[src/rtl/deserializer_if.sv]
`default_nettype none
// ============================================================================
// Module      : deserializer_if
// Description : Serial-bit input and word/handshake output bundle of the
//               deserializer. DESER_PARITY_EN adds parity_err_out.
// Revision    : 1.0 - initial release
// ============================================================================
interface deserializer_if #(
    parameter int WIDTH = 8
);
    logic             data_in;
    logic             write_in;
    logic             ack_in;
    logic [WIDTH-1:0] data_out;
    logic             data_ready;
    logic             status_out;
`ifdef DESER_PARITY_EN
    logic             parity_err_out;

    modport master (
        output data_in, write_in, ack_in,
        input  data_out, data_ready, status_out, parity_err_out
    );
    modport slave (
        input  data_in, write_in, ack_in,
        output data_out, data_ready, status_out, parity_err_out
    );
`else
    modport master (
        output data_in, write_in, ack_in,
        input  data_out, data_ready, status_out
    );
    modport slave (
        input  data_in, write_in, ack_in,
        output data_out, data_ready, status_out
    );
`endif
endinterface
`default_nettype wire

[src/rtl/deserializer.sv]
`default_nettype none
// ============================================================================
// Module      : deserializer
// Description : Collects MSB-first serial bits into WIDTH-bit words and holds
//               each word for a ready/ack handshake. DESER_PARITY_EN appends
//               an even-parity bit to every frame and flags mismatches.
// Revision    : 1.0 - initial release
// ============================================================================
module deserializer #(
    parameter int WIDTH = 8
) (
    input  wire logic     clock,
    input  wire logic     reset,
    deserializer_if.slave bus
);

`ifdef DESER_PARITY_EN
    localparam int c_FRAME_LEN = WIDTH + 1;
`else
    localparam int c_FRAME_LEN = WIDTH;
`endif
    localparam int                 c_CNT_W    = $clog2(c_FRAME_LEN + 1);
    localparam logic [c_CNT_W-1:0] c_LAST_CNT = c_CNT_W'(c_FRAME_LEN - 1);

    localparam logic [0:0] c_ST_COLLECT = 1'b0;
    localparam logic [0:0] c_ST_READY   = 1'b1;

    logic [0:0]         r_state;
    logic [0:0]         w_next_state;
    logic [c_CNT_W-1:0] r_count;
    logic [WIDTH-1:0]   r_shreg;
    logic [WIDTH-1:0]   r_data_out;
    logic [WIDTH-1:0]   w_word;
    logic               w_accept;
    logic               w_frame_done;
    logic               w_frame_ok;

    assign w_accept     = (r_state == c_ST_COLLECT) && bus.write_in;
    assign w_frame_done = w_accept && (r_count == c_LAST_CNT);

`ifdef DESER_PARITY_EN
    logic r_parity_err;

    // Last bit is the parity bit; the data word is already complete in r_shreg.
    assign w_word     = r_shreg;
    assign w_frame_ok = ~(^r_shreg ^ bus.data_in);
`else
    assign w_word     = {r_shreg[WIDTH-2:0], bus.data_in};
    assign w_frame_ok = 1'b1;
`endif

    always_ff @(posedge clock) begin
        if (reset) begin
            r_state <= c_ST_COLLECT;
        end else begin
            r_state <= w_next_state;
        end
    end

    always_comb begin
        w_next_state = r_state;
        case (r_state)
            c_ST_COLLECT: if (w_frame_done && w_frame_ok) w_next_state = c_ST_READY;
            c_ST_READY:   if (bus.ack_in)                 w_next_state = c_ST_COLLECT;
            default:      w_next_state = c_ST_COLLECT;
        endcase
    end

    always_comb begin
        bus.data_ready = 1'b0;
        bus.status_out = 1'b0;
        if (r_state == c_ST_READY) begin
            bus.data_ready = 1'b1;
            bus.status_out = 1'b1;
        end
    end

    // Bits arriving in READY never reach w_accept, so they are simply lost.
    always_ff @(posedge clock) begin
        if (reset) begin
            r_count    <= '0;
            r_shreg    <= '0;
            r_data_out <= '0;
        end else if (w_accept) begin
            if (w_frame_done) begin
                r_count <= '0;
                if (w_frame_ok) begin
                    r_data_out <= w_word;
                end
            end else begin
                r_count <= r_count + c_CNT_W'(1);
                r_shreg <= {r_shreg[WIDTH-2:0], bus.data_in};
            end
        end
    end

`ifdef DESER_PARITY_EN
    always_ff @(posedge clock) begin
        if (reset) begin
            r_parity_err <= 1'b0;
        end else begin
            r_parity_err <= w_frame_done && !w_frame_ok;
        end
    end

    assign bus.parity_err_out = r_parity_err;
`endif

    assign bus.data_out = r_data_out;

endmodule
`default_nettype wire

[src/flat_wrapper.sv]
// flat-port wrapper written by rule: the top's interface ports become plain ports
module deserializer_flat 
#(
    parameter int WIDTH = 8
)
  (clock, reset, bus_data_in, bus_write_in, bus_ack_in, bus_data_out, bus_data_ready, bus_status_out);
  deserializer_if #(.WIDTH(WIDTH)) bus_i ();
  input  wire logic clock;
  input  wire logic reset;
  input wire logic [$bits(bus_i.data_in)-1:0] bus_data_in;
  input wire logic [$bits(bus_i.write_in)-1:0] bus_write_in;
  input wire logic [$bits(bus_i.ack_in)-1:0] bus_ack_in;
  output wire logic [$bits(bus_i.data_out)-1:0] bus_data_out;
  output wire logic [$bits(bus_i.data_ready)-1:0] bus_data_ready;
  output wire logic [$bits(bus_i.status_out)-1:0] bus_status_out;
  assign bus_i.data_in = bus_data_in;
  assign bus_i.write_in = bus_write_in;
  assign bus_i.ack_in = bus_ack_in;
  assign bus_data_out = bus_i.data_out;
  assign bus_data_ready = bus_i.data_ready;
  assign bus_status_out = bus_i.status_out;
  deserializer #(.WIDTH(WIDTH)) u_core (.clock(clock), .reset(reset), .bus(bus_i));
endmodule
[config.mk]
export PLATFORM = sky130hd
export DESIGN_NAME = deserializer_flat
export DESIGN_NICKNAME = d
export VERILOG_FILES = /design/src/rtl/deserializer_if.sv /design/src/rtl/deserializer.sv /design/src/flat_wrapper.sv
export SDC_FILE = /design/constraint.sdc
export NUM_CORES = 1
export LEC_CHECK = 0
export CORE_UTILIZATION = 35
export CTS_CLUSTER_DIAMETER = 80
export DETAILED_ROUTE_END_ITERATION = 10
export SLEW_MARGIN = 20
export SYNTH_ARGS = -nofsm -noshare
export SYNTH_HDL_FRONTEND = slang
export SYNTH_SLANG_ARGS = --single-unit
export TNS_END_PERCENT = 50
[constraint.sdc]
create_clock -name clock -period 1.7 [get_ports clock]
set_clock_uncertainty 0.15 [all_clocks]
set_input_delay 0.255 -clock clock [delete_from_list [all_inputs] [get_ports clock]]
set_output_delay 0.255 -clock clock [all_outputs]
set_load 0.05 [all_outputs]
* After elaboration in Yosys (flattened, before gate mapping) *
Index checks and enable logic that the tools add are counted.
W data, S select, Z words.

storage, ports and cells
  register bits = 20
  input bits = 5
  output and inout bits = 10
  logic and storage cells = 17

operators by class
  $add $sub $neg = 1
  equal/unequal tests = 1
  multiplexer cells = 5
  bitwise gates (word level) = 2
  reduce and logical (&&, ||, !) cells = 4

operators by type and width
  cell                   count
  $add A4 B1 Y4 const B  1
  $eq A4 B3 Y1 const B   1
  $mux W4                1
  $reduce_and A2 Y1      2
  $mux W1                3
  $logic_and A1 B1 Y1    2
  $not A1 Y1             2
  $pmux W1 S2            1

* Logic depth before layout (Yosys ltp) *
Gate-level depths: netlist of run 1.

  word-level depth = 5
  depth in mapped cells = 5
  mapped depth without buffers = 4

* Worst setup path before layout of run 1 *
OpenSTA, ideal clock, no wires.

  path type = register -> register
  from = reg u_core.r_state
  to = reg u_core.r_data_out[0], in the netlist u_core.bus.data_out[0]
  setup time = 0.070 ns
  arrival time = 1.322 ns
  data required time = 1.480 ns
  slack = 0.158 ns
  cell stages (with the launch flop) = 5
  buffers on the path = 1
  clock period less this slack = 1.542 ns
  cells stage by stage = dfxtp_1 > nand2b_4 > buf_2 > o21ai_0 > a21oi_1

on the way
  word-level cells in the longest chain between the ends = 4

ends and longest elaborated chain
  what                             RTL line            text
  start: declaration               deserializer.sv:28  logic [0:0] r_state;
  start signal: assignment         deserializer.sv:54  r_state <= c_ST_COLLECT;
  start signal: assignment         deserializer.sv:56  r_state <= w_next_state;
  $not A1 Y1 (*)                   -
  $logic_and A1 B1 Y1 (*)          deserializer.sv:38  assign w_accept = (r_state == c_ST_COLLECT) && bus.write_in;
  $logic_and A1 B1 Y1              deserializer.sv:39  assign w_frame_done = w_accept && (r_count == c_LAST_CNT);
  $reduce_and A2 Y1 (no line) (*)  -
  end signal: assignment           deserializer.sv:88  r_data_out <= w_word;
  end: declaration                 deserializer.sv:32  logic [WIDTH-1:0] r_data_out;

Every way passes the cells marked *; elsewhere a longest branch is shown, timed or not.
A chain may end at the register's enable or synchronous reset.

* Worst setup path after layout of run 1 *
  from = reg u_core.r_count[0]
  to = reg u_core.r_shreg[1]

on the way
  word-level cells in the longest chain between the ends = 4

ends and longest elaborated chain
  what                         RTL line            text
  start: declaration           deserializer.sv:30  logic [c_CNT_W-1:0] r_count;
  start signal: assignment     deserializer.sv:91  r_count <= r_count + c_CNT_W'(1);
  $eq A4 B3 Y1                 deserializer.sv:39
  $logic_and A1 B1 Y1          deserializer.sv:39
  $not A1 Y1 (no line)         -
  $reduce_and A2 Y1 (no line)  -
  end signal: assignment       deserializer.sv:92  r_shreg <= {r_shreg[WIDTH-2:0], bus.data_in};
  end: declaration             deserializer.sv:31  logic [WIDTH-1:0] r_shreg;

No other way between the ends.

==> results.cfg, run 1 <==
[run_status]
status = finished, final reports clean

[die]
io_pins = 15
die_area_um2 = 2570
placementRows = 17
start_util_pct = 37.2
die_h_um = 50.7
core_um2 = 2230
die_x_um = 50.7

[clocking]
cts.sinks = 20
cts.clk_slew.worst_paths_ns = 0.12
root_buffer = clkbuf_4
cts_tree = done
insertion_delay_ns = 0.30
cts_max_path_buffers = 2
hold_buffers = 0
numCtsBuffers = 3
htreeDepth = 1

[setup_path]
crit_path_top_delay_cell = dfxtp_1
crit_chain = ha_1 -> and3b_1 -> nor2_4 -> mux2i_1
rrSetupSlack_ns = 0.11
crit_path_start = u_core.r_count[0]
end_kind = register
cpPeakStageDelay_ns = 0.36
r2r_end = u_core.r_shreg[1]
worstSetupStartpointType = register
cp_max_fo = 10
crit_end = u_core.r_shreg[1]
path_class = reg2reg
worstPathArrival_ns = 1.68
reg2regPathDepth = 4
critPathRequiredTime_ns = 1.79
r2r-start = u_core.r_count[0]

[routing]
firstDrtPassIters = 4
ant_nets = 0
drt_iter0_markers = 8
via_per_inst = 4.83
dr_total_vias = 657
drc = 0
drt_wl_total_um = 1680
wl_per_cell_um = 12.4

[grt]
grt_usage_pct = 14.5
grt-ovfl-total = 0
grt_pass1_wl_um = 2750
grt_start_max_net_pins = 15
grt_pass1_vias = 591
antenna_found_initial = 0

[power_and_ir_drop]
power_density_nw_per_um2 = 762
leakagePower_nw = 0.424
peakVddDrop_v = 0.000508

[synthesis]
synth_seq_cells = 20
ys_seq_area_share_pct = 48.2
syn_inst = 88
syn_nets = 94
syn_area_per_cell_um2 = 9.44
yosysUniqueCellTypes = 21
synth_area_um2 = 831
yosys_warnings = 0

[placement]
dpl_worst_slack_ns = -0.00274
hpwl_um = 1240
io_buffers = 14
dp.cells = 131
gp_congestion = 0.810

[final_layout]
syn_to_final_growth_pct = 30.4
diodes = 0
layoutNonFillerInstCount = 136
finalCoreUtilization_pct = 48.5
final_layout_size_suffix_gt1_share_pct = 23.1
layout.nets = 115
final_cell_mix = dfxtp_1 (20), buf_4 (15), a21oi_1 (10), nand3_1 (9), o21ai_0 (9)
final_common_cell = dfxtp_1

[sta]
fin_ws_ns = 0.113
fin_hold_ws_ns = 0.333
hold_viol = 0
setup_viol = 0
rsz0062_at_grt = false
worst_slew_pin_slew_ns = 0.420
final.min_clock_period_ns = 1.59
fmax_mhz = 630
period_share_pct = 93.4
slew-limit-headroom_pct = 72.0
slew_viol_final = 0

[flow_run]
cap_violations = 0

[min_path]
hold_path_class = reg2reg
logic make-up (layout without fill, tap and decap cells):
logic type / count (synthesis) / in the layout / share of synthesized area [%]
muxes: 7 / 7 / 8.43
buffers and inverters: 6 / 26 / 3.77
adders and majority gates: 1 / 1 / 1.51
xor gates and xnor gates: 1 / 1 / 1.05
DFF: 20 / 20 / 48.2
AOI/OAI and AO/OA: 21 / 21 / 13.9
and+or+nand+nor: 32 / 32 / 23.2
registers in the layout, summed over array words and instances (netlist names):
| name | count |
|---|---|
| u_core.r_count | 4 |
| u_core.r_state | 1 |
| u_core.bus.data_out | 8 |
| u_core.r_shreg | 7 |
final cells by class:
type / instances / area (um2)
Timing Repair Buffer: 22 / 213
Multi-Input combinational cell: 62 / 399
Tap cell: 28 / 35.0
Sequential cell: 20 / 400
Fill cell: 230 / 1150
Clock buffer: 4 / 36.3
metal layers:
metal	global-route usage, %	vias to the layer above	wire, um	part of all wire, %
met3	1.82	4	41	2.4
met2	21.1	10	735	44
li1	-	346	-	-
met5	0	-	0	0
met1	21.0	297	882	52
met4	6.94	0	23	1.4
Yosys cell counts, drive strengths merged:
library cell   n  share of area (%)
a211oi         1                1.5
a21oi         10                6.0
and3b          1                1.1
buf            5                3.3
clkbuf         1               0.45
dfxtp         20                 48
ha             1                1.5
mux2i          7                8.4
nand2          3                1.4
nand2b         9                7.7
nand3          9                5.4
nand3b         3                2.7
nor2           4                2.7
nor2b          2                1.5
o21ai          9                5.4
o31ai          1               0.90
or3            1               0.75
xor2           1                1.1
per-stage QoR:
stage               power [mW]  cell area, um2  setup TNS, ns
floorplan                0.526             831              0
global placement         0.556            1040        -0.0124
detailed placement       0.557            1040       -0.00274
CTS                      0.831            1080              0
global route             0.848            1080              0
finish                   0.825            1080              0
what timing repair did:
item	4_1_cts	5_1_grt
setup buffers	0	1
setup endpoints to repair	0	1
gates resized for setup	0	0
worst max-delay path, delay by kind of cell, from the launching register on:
| family | cells | cell delay, ns |
|---|---|---|
| and+or+nand+nor | 2 | 0.57 |
| adders and majority gates | 1 | 0.23 |
| DFF | 1 | 0.36 |
| muxes | 1 | 0.22 |
where the power goes:
part	switching, mW	leakage [nW]	total, mW	internal (mW)
registers	0.00549	0.162	0.481	0.476
logic	0.0304	0.241	0.0650	0.0346
clock network	0.149	0.0210	0.279	0.131
worst min-delay path by stage:
stage                                 from                endpoint  slack, ns  depth (start not counted)
detailed placement  u_core.bus.data_out[4]  u_core.bus.data_out[4]       0.32                          2
global route             u_core.r_shreg[6]  u_core.bus.data_out[7]       0.35                          2
floorplan                      bus_data_in  u_core.bus.data_out[0]       0.25                          2
finish                   u_core.r_count[1]       u_core.r_count[1]       0.33                          2
CTS                 u_core.bus.data_out[4]  u_core.bus.data_out[4]       0.33                          2
global placement         u_core.r_shreg[5]  u_core.bus.data_out[6]       0.31                          2
(Power assumes the default switching activity.)
==> inputs of run 2 (changes only) <==
Clock period 1.7 ns to 1.75 ns, I/O delays scaled along.
==> results.cfg, run 2 (synthesis results as in run 1) <==
[sta]
final.min_clock_period_ns = 1.62
fin_ws_ns = 0.128
slew_viol_final = 0
period_share_pct = 92.7
worst_slew_pin_slew_ns = 0.428
tns_ns = 0
slew-limit-headroom_pct = 71.5
fmax_mhz = 616
hold_viol = 0
setup_viol = 0
rsz0062_at_grt = false

[power_and_ir_drop]
power_density_nw_per_um2 = 727
peakVddDrop_v = 0.000396
leakagePower_nw = 0.392

[clocking]
ctsResizeCount = 0
cts.clk_slew.worst_paths_ns = 0.10
htreeDepth = 1
cts.sinks = 20
cts_max_path_buffers = 2
cts_tree = done
insertion_delay_ns = 0.29
hold_buffers = 0
root_buffer = clkbuf_4
post-cts-setup-buffer-count = 0
numCtsBuffers = 3

[setup_path]
worst-path-buf-inv = 0
crit_path_top_delay_cell = dfxtp_1
end_kind = register
crit_chain = ha_1 -> and3b_1 -> nor2_4 -> mux2i_1
cpLargestDelayFamily = simple AND/OR/NAND/NOR gates
critPathRequiredTime_ns = 1.82
path_class = reg2reg
cp_max_fo = 10
cpPeakStageDelay_ns = 0.36
worstSetupStartpointType = register
worstPathArrival_ns = 1.70

[routing]
drt_wl_total_um = 1610
wl_per_cell_um = 12.3
dr_total_vias = 656
drc = 0
drt_iter0_markers = 8
firstDrtPassIters = 2
ant_nets = 0
via_per_inst = 5.01

[grt]
grt-ovfl-total = 0
grt_pass1_vias = 594
antenna_found_initial = 0
grt_pass1_wl_um = 2740
grt_start_max_net_pins = 23
grt_usage_pct = 14.9

[placement]
dpl_worst_slack_ns = 0.0458
gp_congestion = 0.754
io_buffers = 14
hpwl_um = 1150

[final_layout]
finalCoreUtilization_pct = 45.4
final_cell_mix = dfxtp_1 (20), buf_4 (13), a21oi_1 (10), nand3_1 (9), o21ai_0 (9)
layout.nets = 111
largest_register_ffs = 8
final_common_cell = dfxtp_1
diodes = 0
syn_to_final_growth_pct = 22.1
n_fill_cell = 227
final_layout_size_suffix_gt1_share_pct = 19.4

[min_path]
hold_path_class = reg2reg

[die]
placementRows = 17
die_area_um2 = 2570
die_h_um = 50.7
io_pins = 15
die_x_um = 50.7
start_util_pct = 37.2
core_um2 = 2230

[flow_run]
cap_violations = 0

[run_status]
status = finished, final reports clean
-- run 2: cell count changes in the layout (fill, tap and decap cells not counted), sizes merged --
cell,change
clkbuf,-1
buf,-4
-- run 2: worst paths after layout --
kind / startpoint / end / slack, ns / cells past startpoint
setup reg to reg: u_core.r_count[0] / u_core.r_shreg[1] / 0.13 / 4
hold reg to reg: u_core.r_shreg[2] / u_core.bus.data_out[3] / 0.32 / 2
hold / removal: u_core.r_shreg[2] / u_core.bus.data_out[3] / 0.32 / 2
setup / recovery: u_core.r_count[0] / u_core.r_shreg[1] / 0.13 / 4
-- run 2: power breakdown --
group | internal, mW | switching [mW]
Combinational | 0.0310 | 0.0286
Clock | 0.0801 | 0.131
Sequential | 0.462 | 0.00540
Total | 0.573 | 0.165
-- run 2: tightest hold or removal path, stage by stage (launching register included) --
cell and delay [ns]:
dfxtp_1 0.32, nand3_1 0.06, a21oi_1 0.05
-- run 2: area by class of cell --
cell class | instances | area [um2] | share of cell area, %
multi-input cells | 62 | 399 | 39.3
clock buffers | 3 | 22.5 | 2.22
well taps | 28 | 35.0 | 3.45
flip-flops and latches | 20 | 400 | 39.5
repair buffers | 18 | 158 | 15.5
-- run 2: per-layer routing --
layer	GRT usage [%]	part of all wire, %	wire length, um
met5	0	0	0
met2	23.3	49	794
met1	18.4	46	735
met4	9.72	2.5	40
met3	2.73	2.1	34
-- run 2: metrics by stage --
| step | std cells | instance area, um2 | hold slack [ns] | power [mW] |
|---|---|---|---|---|
| finish | 131 | 1010 | 0.321 | 0.738 |
| global route | 131 | 1010 | 0.336 | 0.779 |
| CTS | 131 | 1010 | 0.326 | 0.749 |
| detailed placement | 128 | 992 | 0.307 | 0.538 |
| global placement | 128 | 992 | 0.310 | 0.537 |
| floorplan | 88 | 831 | 0.260 | 0.511 |
